**config.mk**
```make
export PLATFORM = sky130hd
export DESIGN_NAME = bp_cce_mem_arbiter_flat
export DESIGN_NICKNAME = d
export VERILOG_FILES = /design/src/rtl/bp_cce_mem_arbiter_pkg.sv /design/src/rtl/bp_cce_mem_arbiter_if.sv /design/src/rtl/bp_cce_mem_arbiter_credit_counter.sv /design/src/rtl/bp_cce_mem_arbiter.sv /design/src/flat_wrapper.sv
export SDC_FILE = /design/constraint.sdc
export NUM_CORES = 1
export LEC_CHECK = 0
export BUFFER_PORTS_ARGS = -buffer_cell sky130_fd_sc_hd__buf_2
export CORE_AREA = 4 4 357 359
export CTS_CLUSTER_DIAMETER = 30
export CTS_CLUSTER_SIZE = 16
export DETAILED_ROUTE_END_ITERATION = 6
export DIE_AREA = 0 0 361 363
export RECOVER_POWER = 100
export SYNTH_ARGS = -nofsm -noshare
export SYNTH_HDL_FRONTEND = slang
export SYNTH_SLANG_ARGS = --single-unit
```
**constraint.sdc**
```tcl
create_clock -name clk_i -period 8.5 [get_ports clk_i]
set_input_delay 0.425 -clock clk_i [delete_from_list [all_inputs] [get_ports clk_i]]
set_output_delay 0.425 -clock clk_i [all_outputs]
set_load 0.01 [all_outputs]
```
**src/rtl/bp_cce_mem_arbiter_pkg.sv**
```systemverilog
// rtl/bp_cce_mem_arbiter_pkg.sv - shared types and helpers for the CCE-Mem arbiter
package bp_cce_mem_arbiter_pkg;

    // Index width that stays at least one bit wide for a single requester.
    function automatic int safe_clog2(input int n);
        return (n <= 1) ? 1 : $clog2(n);
    endfunction

    // Occupancy of the one-entry registered command slot toward memory.
    typedef enum logic {
        HOLD_EMPTY = 1'b0,
        HOLD_FULL  = 1'b1
    } hold_state_e;

    localparam int perf_cnt_width_lp = 32;

endpackage

```
**src/rtl/bp_cce_mem_arbiter_if.sv**
```systemverilog
// rtl/bp_cce_mem_arbiter_if.sv - CCE and memory side handshake bundle for the arbiter
interface bp_cce_mem_arbiter_if
    import bp_cce_mem_arbiter_pkg::*;
#(
    parameter int num_cce_p    = 4,
    parameter int msg_width_p  = 128,
    parameter int src_width_lp = safe_clog2(num_cce_p)
);
    logic [num_cce_p*msg_width_p-1:0] cce_cmd_i;
    logic [num_cce_p-1:0]             cce_cmd_v_i;
    logic [num_cce_p-1:0]             cce_cmd_ready_o;
    logic [msg_width_p-1:0]           mem_cmd_o;
    logic [src_width_lp-1:0]          mem_cmd_src_o;
    logic                             mem_cmd_v_o;
    logic                             mem_cmd_yumi_i;
    logic [msg_width_p-1:0]           mem_resp_i;
    logic [src_width_lp-1:0]          mem_resp_src_i;
    logic                             mem_resp_v_i;
    logic                             mem_resp_ready_o;
    logic [msg_width_p-1:0]           cce_resp_o;
    logic [num_cce_p-1:0]             cce_resp_v_o;
    logic [num_cce_p-1:0]             cce_resp_ready_i;

    // Arbiter side.
    modport slave (
        input  cce_cmd_i, cce_cmd_v_i, mem_cmd_yumi_i,
        input  mem_resp_i, mem_resp_src_i, mem_resp_v_i, cce_resp_ready_i,
        output cce_cmd_ready_o, mem_cmd_o, mem_cmd_src_o, mem_cmd_v_o,
        output mem_resp_ready_o, cce_resp_o, cce_resp_v_o
    );

    // CCEs plus memory, seen from outside the arbiter.
    modport master (
        output cce_cmd_i, cce_cmd_v_i, mem_cmd_yumi_i,
        output mem_resp_i, mem_resp_src_i, mem_resp_v_i, cce_resp_ready_i,
        input  cce_cmd_ready_o, mem_cmd_o, mem_cmd_src_o, mem_cmd_v_o,
        input  mem_resp_ready_o, cce_resp_o, cce_resp_v_o
    );
endinterface

```
**src/rtl/bp_cce_mem_arbiter_credit_counter.sv**
```systemverilog
// rtl/bp_cce_mem_arbiter_credit_counter.sv - per-CCE outstanding command credit counter
module bp_cce_mem_arbiter_credit_counter #(
    parameter int  max_outstanding_p = 8,
    localparam int count_width_lp    = $clog2(max_outstanding_p + 1)
) (
    input  logic clk_i,
    input  logic reset_i,
    input  logic inc_i,
    input  logic dec_i,
    output logic at_max_o,
    output logic at_zero_o
);
    logic [count_width_lp-1:0] count_q;

    assign at_max_o  = (count_q == count_width_lp'(max_outstanding_p));
    assign at_zero_o = (count_q == '0);

    // Issue adds a credit in use, a returned response frees one; both together cancel.
    always_ff @(posedge clk_i or posedge reset_i) begin
        if (reset_i) begin
            count_q <= '0;
        end else if (inc_i && !dec_i && !at_max_o) begin
            count_q <= count_q + count_width_lp'(1);
        end else if (dec_i && !inc_i && !at_zero_o) begin
            count_q <= count_q - count_width_lp'(1);
        end
    end
endmodule

```
**src/rtl/bp_cce_mem_arbiter.sv**
```systemverilog
// rtl/bp_cce_mem_arbiter.sv - round-robin CCE-Mem arbiter with credits; BP_CCE_MEM_ARBITER_PERF_EN adds perf counters
module bp_cce_mem_arbiter
    import bp_cce_mem_arbiter_pkg::*;
#(
    parameter int  num_cce_p         = 4,
    parameter int  msg_width_p       = 128,
    parameter int  max_outstanding_p = 8,
    localparam int src_width_lp      = safe_clog2(num_cce_p)
) (
    input  logic clk_i,
    input  logic reset_i,
`ifdef BP_CCE_MEM_ARBITER_PERF_EN
    output logic [num_cce_p*perf_cnt_width_lp-1:0] perf_grant_cnt_o,
    output logic [num_cce_p*perf_cnt_width_lp-1:0] perf_stall_cnt_o,
`endif
    bp_cce_mem_arbiter_if.slave bus
);
    typedef struct packed {
        logic [src_width_lp-1:0] src;
        logic [msg_width_p-1:0]  msg;
    } hold_entry_t;

    hold_state_e             state_q, state_n;
    hold_entry_t             hold_q, hold_n;
    logic [src_width_lp-1:0] rr_q, rr_n;
    logic [src_width_lp-1:0] winner, cand;
    logic [msg_width_p-1:0]  sel_msg;
    logic [num_cce_p-1:0]    eligible, grant_oh, resp_oh, resp_dec, at_max, at_zero;
    logic                    grant_any, can_load, load, resp_src_ok;

    assign eligible = bus.cce_cmd_v_i & ~at_max;
    assign can_load = (state_q == HOLD_EMPTY) || bus.mem_cmd_yumi_i;
    assign load     = can_load && grant_any && !reset_i;

    // Round-robin search starting at the pointer; first eligible CCE wins.
    always_comb begin
        grant_any = 1'b0;
        winner    = '0;
        cand      = '0;
        for (int k = 0; k < num_cce_p; k++) begin
            cand = src_width_lp'((int'(rr_q) + k) % num_cce_p);
            if (!grant_any && eligible[cand]) begin
                grant_any = 1'b1;
                winner    = cand;
            end
        end
    end

    // One-hot ready to the winner only when the slot can take a command.
    always_comb begin
        grant_oh = '0;
        if (load) begin
            grant_oh[winner] = 1'b1;
        end
    end

    // Select the winning CCE's message from the flattened command bus.
    always_comb begin
        sel_msg = '0;
        for (int i = 0; i < num_cce_p; i++) begin
            if (winner == src_width_lp'(i)) begin
                sel_msg = bus.cce_cmd_i[i*msg_width_p +: msg_width_p];
            end
        end
    end

    // Slot occupancy, loaded entry and pointer advance for the next cycle.
    always_comb begin
        state_n = state_q;
        hold_n  = hold_q;
        rr_n    = rr_q;
        if (load) begin
            state_n    = HOLD_FULL;
            hold_n.src = winner;
            hold_n.msg = sel_msg;
            rr_n       = (winner == src_width_lp'(num_cce_p - 1)) ? '0 : winner + src_width_lp'(1);
        end else if (bus.mem_cmd_yumi_i) begin
            state_n = HOLD_EMPTY;
        end
    end

    // Slot and pointer registers; reset drops any held command.
    always_ff @(posedge clk_i or posedge reset_i) begin
        if (reset_i) begin
            state_q <= HOLD_EMPTY;
            hold_q  <= '0;
            rr_q    <= '0;
        end else begin
            state_q <= state_n;
            hold_q  <= hold_n;
            rr_q    <= rr_n;
        end
    end

    assign bus.cce_cmd_ready_o = grant_oh;
    assign bus.mem_cmd_v_o     = (state_q == HOLD_FULL);
    assign bus.mem_cmd_o       = hold_q.msg;
    assign bus.mem_cmd_src_o   = hold_q.src;

    assign resp_src_ok          = int'(bus.mem_resp_src_i) < num_cce_p;
    assign bus.mem_resp_ready_o = resp_src_ok && bus.cce_resp_ready_i[bus.mem_resp_src_i];
    assign bus.cce_resp_o       = bus.mem_resp_i;
    assign bus.cce_resp_v_o     = resp_oh;
    assign resp_dec             = resp_oh & {num_cce_p{bus.mem_resp_ready_o}};

    // Steer response valid to the CCE named by the echoed source id.
    always_comb begin
        resp_oh = '0;
        if (bus.mem_resp_v_i && resp_src_ok) begin
            resp_oh[bus.mem_resp_src_i] = 1'b1;
        end
    end

    for (genvar gi = 0; gi < num_cce_p; gi++) begin : g_credit
        bp_cce_mem_arbiter_credit_counter #(
            .max_outstanding_p(max_outstanding_p)
        ) u_credit (
            .clk_i    (clk_i),
            .reset_i  (reset_i),
            .inc_i    (grant_oh[gi]),
            .dec_i    (resp_dec[gi]),
            .at_max_o (at_max[gi]),
            .at_zero_o(at_zero[gi])
        );
    end

    // Protocol checks: no yumi on an empty slot, no stray source id, no credit underflow.
    always_ff @(posedge clk_i) begin
        if (!reset_i) begin
            assert (!(bus.mem_cmd_yumi_i && state_q == HOLD_EMPTY));
            assert (!(bus.mem_resp_v_i && !resp_src_ok));
            assert ((resp_dec & ~grant_oh & at_zero) == '0);
        end
    end

`ifdef BP_CCE_MEM_ARBITER_PERF_EN
    for (genvar gi = 0; gi < num_cce_p; gi++) begin : g_perf
        logic [perf_cnt_width_lp-1:0] grant_cnt_q, stall_cnt_q;

        // Saturating counts of grants and of cycles spent waiting while valid.
        always_ff @(posedge clk_i or posedge reset_i) begin
            if (reset_i) begin
                grant_cnt_q <= '0;
                stall_cnt_q <= '0;
            end else begin
                if (grant_oh[gi] && grant_cnt_q != '1) begin
                    grant_cnt_q <= grant_cnt_q + perf_cnt_width_lp'(1);
                end
                if (bus.cce_cmd_v_i[gi] && !grant_oh[gi] && stall_cnt_q != '1) begin
                    stall_cnt_q <= stall_cnt_q + perf_cnt_width_lp'(1);
                end
            end
        end

        assign perf_grant_cnt_o[gi*perf_cnt_width_lp +: perf_cnt_width_lp] = grant_cnt_q;
        assign perf_stall_cnt_o[gi*perf_cnt_width_lp +: perf_cnt_width_lp] = stall_cnt_q;
    end
`endif

endmodule

```
**src/flat_wrapper.sv**
```systemverilog
// flat-port wrapper written by rule: the top's interface ports become plain ports
module bp_cce_mem_arbiter_flat import bp_cce_mem_arbiter_pkg::*;
#(
    parameter int  num_cce_p         = 4,
    parameter int  msg_width_p       = 128,
    parameter int  max_outstanding_p = 8,
    localparam int src_width_lp      = safe_clog2(num_cce_p)
)
  (clk_i, reset_i, bus_cce_cmd_i, bus_cce_cmd_v_i, bus_mem_cmd_yumi_i, bus_mem_resp_i, bus_mem_resp_src_i, bus_mem_resp_v_i, bus_cce_resp_ready_i, bus_cce_cmd_ready_o, bus_mem_cmd_o, bus_mem_cmd_src_o, bus_mem_cmd_v_o, bus_mem_resp_ready_o, bus_cce_resp_o, bus_cce_resp_v_o);
  bp_cce_mem_arbiter_if #(.num_cce_p(num_cce_p), .msg_width_p(msg_width_p)) bus_i ();
  input  logic clk_i;
  input  logic reset_i;
  input wire logic [$bits(bus_i.cce_cmd_i)-1:0] bus_cce_cmd_i;
  input wire logic [$bits(bus_i.cce_cmd_v_i)-1:0] bus_cce_cmd_v_i;
  input wire logic [$bits(bus_i.mem_cmd_yumi_i)-1:0] bus_mem_cmd_yumi_i;
  input wire logic [$bits(bus_i.mem_resp_i)-1:0] bus_mem_resp_i;
  input wire logic [$bits(bus_i.mem_resp_src_i)-1:0] bus_mem_resp_src_i;
  input wire logic [$bits(bus_i.mem_resp_v_i)-1:0] bus_mem_resp_v_i;
  input wire logic [$bits(bus_i.cce_resp_ready_i)-1:0] bus_cce_resp_ready_i;
  output wire logic [$bits(bus_i.cce_cmd_ready_o)-1:0] bus_cce_cmd_ready_o;
  output wire logic [$bits(bus_i.mem_cmd_o)-1:0] bus_mem_cmd_o;
  output wire logic [$bits(bus_i.mem_cmd_src_o)-1:0] bus_mem_cmd_src_o;
  output wire logic [$bits(bus_i.mem_cmd_v_o)-1:0] bus_mem_cmd_v_o;
  output wire logic [$bits(bus_i.mem_resp_ready_o)-1:0] bus_mem_resp_ready_o;
  output wire logic [$bits(bus_i.cce_resp_o)-1:0] bus_cce_resp_o;
  output wire logic [$bits(bus_i.cce_resp_v_o)-1:0] bus_cce_resp_v_o;
  assign bus_i.cce_cmd_i = bus_cce_cmd_i;
  assign bus_i.cce_cmd_v_i = bus_cce_cmd_v_i;
  assign bus_i.mem_cmd_yumi_i = bus_mem_cmd_yumi_i;
  assign bus_i.mem_resp_i = bus_mem_resp_i;
  assign bus_i.mem_resp_src_i = bus_mem_resp_src_i;
  assign bus_i.mem_resp_v_i = bus_mem_resp_v_i;
  assign bus_i.cce_resp_ready_i = bus_cce_resp_ready_i;
  assign bus_cce_cmd_ready_o = bus_i.cce_cmd_ready_o;
  assign bus_mem_cmd_o = bus_i.mem_cmd_o;
  assign bus_mem_cmd_src_o = bus_i.mem_cmd_src_o;
  assign bus_mem_cmd_v_o = bus_i.mem_cmd_v_o;
  assign bus_mem_resp_ready_o = bus_i.mem_resp_ready_o;
  assign bus_cce_resp_o = bus_i.cce_resp_o;
  assign bus_cce_resp_v_o = bus_i.cce_resp_v_o;
  bp_cce_mem_arbiter #(.num_cce_p(num_cce_p), .msg_width_p(msg_width_p), .max_outstanding_p(max_outstanding_p)) u_core (.clk_i(clk_i), .reset_i(reset_i), .bus(bus_i));
endmodule
```
==> out/metrics.cfg <==
[route]
drtAntennaViolNets=0
firstDrtPassIters=5
first_iter_violations=622
num_vias=11904
drc=0
via_per_inst=3.49
wl_per_cell_um=20.6
drt_wl_total_um=70200

[floorplanning]
initial_utilization_pct=8.65
ioPinCount=922
die_area_um2=131000
die_height_um=363
fp.coreArea_um2=124000
core.rowCount=129
die_width_um=361

[layout]
area_growth_pct=41.4
fin_util_pct=12.2
finalNonFillerCells=3410
drive_above_1_share_pct=33.2
nets=2424

[setup_path]
worstPathArrival_ns=6.68
critPathKind=reg2reg
path_cells=or4b_1 -> nand2_1 -> o32ai_1 -> mux2_2 -> nor2_1 -> ha_1 -> buf_4 -> a221oi_1 -> nor3_1 -> a21oi_1 -> o21ai_0
critPathBufInv=1
worst_setup_path_end_kind=flop
worstPathRequired_ns=8.91
r2r_start=u_core.g_credit[0].u_credit.count_q[0]
critPathMaxStageDelay_ns=2.34
endpoint=u_core.bus.mem_cmd_o[124]
critPathTopFamily=adder cells
cpMaxStageDelayCell=ha_1
crit_start=u_core.g_credit[0].u_credit.count_q[0]
worstReg2RegEnd=u_core.bus.mem_cmd_o[124]
cp_num_cells=11
critPathMaxFanout=69
ff2ff_setup_slack_ns=2.24
startpoint_type=flop
reg2reg_depth=11

[pwr]
peakVddDrop_uv=156
combPwrFrac_pct=60.1
p_total_w=0.00535
netSwitchingPower_w=0.00277
p_sw_share_pct=51.8
p_leak_nw=6.21
clkPwrFrac_pct=16.0
p_int_w=0.00258
p_seq_share_pct=23.9
powerDensity_nw_per_um2=353

[hold_path]
hold_path.class=in2reg
min_from=bus_cce_cmd_i[388]

[synthesis]
synth-edff-count=0
syn-cell-area_um2=10700
ys_types=55
avgSynthCellArea_um2=8.23
ys.flop_type=dfrtp_1
synth-seq-cells=149
synth_cells=1301
async_flop_share_pct=100
synth_nets=1971
synth_seq_area_share_pct=34.8
yosys_warnings=0

[timing]
slew_violations=451
hold_viol=0
rsz0062_at_grt=no
final.min_clock_period_ns=6.26
slew-limit-headroom_pct=-114
max_freq_ghz=0.160
fin_crit_sh_pct=73.7
clock_skew_ns=0.0171
setup_viol=0
worst_pin_slew_ns=3.20
post-route-worst-setup-slack_ns=2.24
setup_tns_ns=0

[grt]
antenna_found_initial=17
grt_usage_pct=10.2
grt_pass1_wl_um=91900
grt_overflow=0
grt_max_degree=121
grt_pass1_vias=11573

[clocking]
tritoncts=built
clkTransAtPathRegs_ns=0.08
clock_insertion_delay_worst_skew_ns=0.50
clock-sinks=149
h-tree-depth=4
cts_setup_buffers=0
clk_path_buf_depth=2
cts-root-buf=clkbuf_16
cts_buffers=17

[flow_run]
cap_viol_max_count=7

[place]
placed_cells=3371
globalplace.congestion=0.906
place_ws_ns=3.76
numPortBuffers=665
dpl.hpwl_um=59100

[run_status]
status=complete, but fails checks
violations=max-capacitance violations, max-slew violations

-- how the worst min path moves through the flow --
stage / end / slack, ns / cells after the start
global placement: u_core.bus.mem_cmd_o[95] / 0.46 / 2
detailed placement: u_core.bus.mem_cmd_o[30] / 0.47 / 2
floorplan: u_core.g_credit[2].u_credit.count_q[3] / 0.45 / 1
finish: u_core.bus.mem_cmd_o[4] / 0.19 / 3
CTS: u_core.bus.mem_cmd_o[4] / 0.11 / 3
global route: u_core.bus.mem_cmd_o[80] / 0.16 / 3
-- Yosys cell counts, types with 3 or more instances --
| cell type | instances | area (um^2) |
|---|---|---|
| o22ai_1 | 4 | 25.0 |
| nand2b_1 | 4 | 25.0 |
| a211oi_1 | 3 | 22.5 |
| xor2_1 | 11 | 96.3 |
| buf_4 | 132 | 991 |
| fa_1 | 4 | 80.1 |
| ha_1 | 12 | 150 |
| or4_1 | 4 | 30.0 |
| o21ai_1 | 39 | 195 |
| a21o_1 | 5 | 37.5 |
| a221oi_1 | 127 | 1110 |
| buf_1 | 5 | 18.8 |
| nand2_1 | 143 | 537 |
| clkbuf_2 | 4 | 20.0 |
| o21ai_2 | 3 | 26.3 |
| nor2b_1 | 130 | 813 |
| inv_1 | 5 | 18.8 |
| nor2_1 | 5 | 18.8 |
| buf_2 | 6 | 30.0 |
| nor3_1 | 127 | 636 |
| mux2_2 | 9 | 101 |
| buf_6 | 12 | 135 |
| a21oi_1 | 136 | 681 |
| nand4_1 | 4 | 25.0 |
| o21ai_0 | 91 | 455 |
| dfrtp_1 | 149 | 3730 |
| clkbuf_1 | 87 | 327 |
| nand3_1 | 5 | 25.0 |
-- layer usage --
layer / vias to the layer above / global-route usage (%) / routed length (um)
met1: 5532 / 12.0 / 28500
met5: - / 0.178 / 64
met2: 747 / 15.9 / 31200
li1: 5512 / - / -
met3: 107 / 4.76 / 7850
met4: 6 / 4.41 / 2610
-- worst min-delay path, cell delays in order --
cell and delay [ns]:
buf_2 0.07, a21oi_1 0.05, o21ai_1 0.10
-- state kept, by name (all words and copies together) (netlist names) --
register	count
u_core.bus.mem_cmd_o	128
u_core.g_credit.u_credit.count_q	16
u_core.bus.mem_cmd_src_o	2
u_core.rr_q	2
u_core.bus.mem_cmd_v_o	1
-- repair_timing --
| item | in CTS | in global routing |
|---|---|---|
| endpoints found under the hold margin | 33 | 0 |
| gates resized for setup | 0 | 0 |
| hold buffers | 1 | 0 |
-- power groups by stage --
stage,registers (W),clock network (W),logic [W]
floorplan,0.00134,0,0.00188
global placement,0.00126,0,0.00338
detailed placement,0.00128,0,0.00342
CTS,0.00127,0.000922,0.00343
global route,0.00132,0.000939,0.00362
finish,0.00128,0.000857,0.00321
-- cell families (layout without fill, tap and decap cells) --
kind of cell	count (synthesis)	after routing	synth area share [%]
and+or+nand+nor	440	440	21.1
AOI/OAI and AO/OA	421	421	25.1
buffers and inverters	251	717	14.4
DFF	149	149	34.8
adders and majority gates	16	16	2.15
xor gates and xnor gates	12	12	0.982
muxes	12	12	1.38
other	0	6	0
-- cell usage in the layout, fill, tap and decap left out, types with 17 or more instances in the layout --
| master | count |
|---|---|
| buf_2 | 524 |
| dfrtp_1 | 149 |
| clkbuf_1 | 145 |
| nand2_1 | 143 |
| a21oi_1 | 137 |
| nor2b_1 | 129 |
| a221oi_1 | 127 |
| nor3_1 | 127 |
| o21ai_0 | 126 |
| clkbuf_16 | 17 |
-- final cells by class --
| class | instances | area (um^2) |
|---|---|---|
| flip-flops and latches | 149 | 3730 |
| multi-input cells | 901 | 5430 |
| diodes | 6 | 15.0 |
| well taps | 1637 | 2050 |
| fillers | 14389 | 109000 |
| clock inverters | 14 | 186 |
| clock buffers | 18 | 429 |
| inverters | 5 | 20.0 |
| repair buffers | 680 | 3280 |
-- per-stage QoR --
| step | hold slack [ns] | cell area [um^2] |
|---|---|---|
| 3_5_place_dp | 0.465 | 14700 |
| 3_3_place_gp | 0.460 | 14700 |
| 4_1_cts | 0.111 | 15400 |
| 2_1_floorplan | 0.446 | 10700 |
| 5_1_grt | 0.163 | 15100 |
| 6_report | 0.194 | 15100 |
Power figures use the tool's default switching activity.
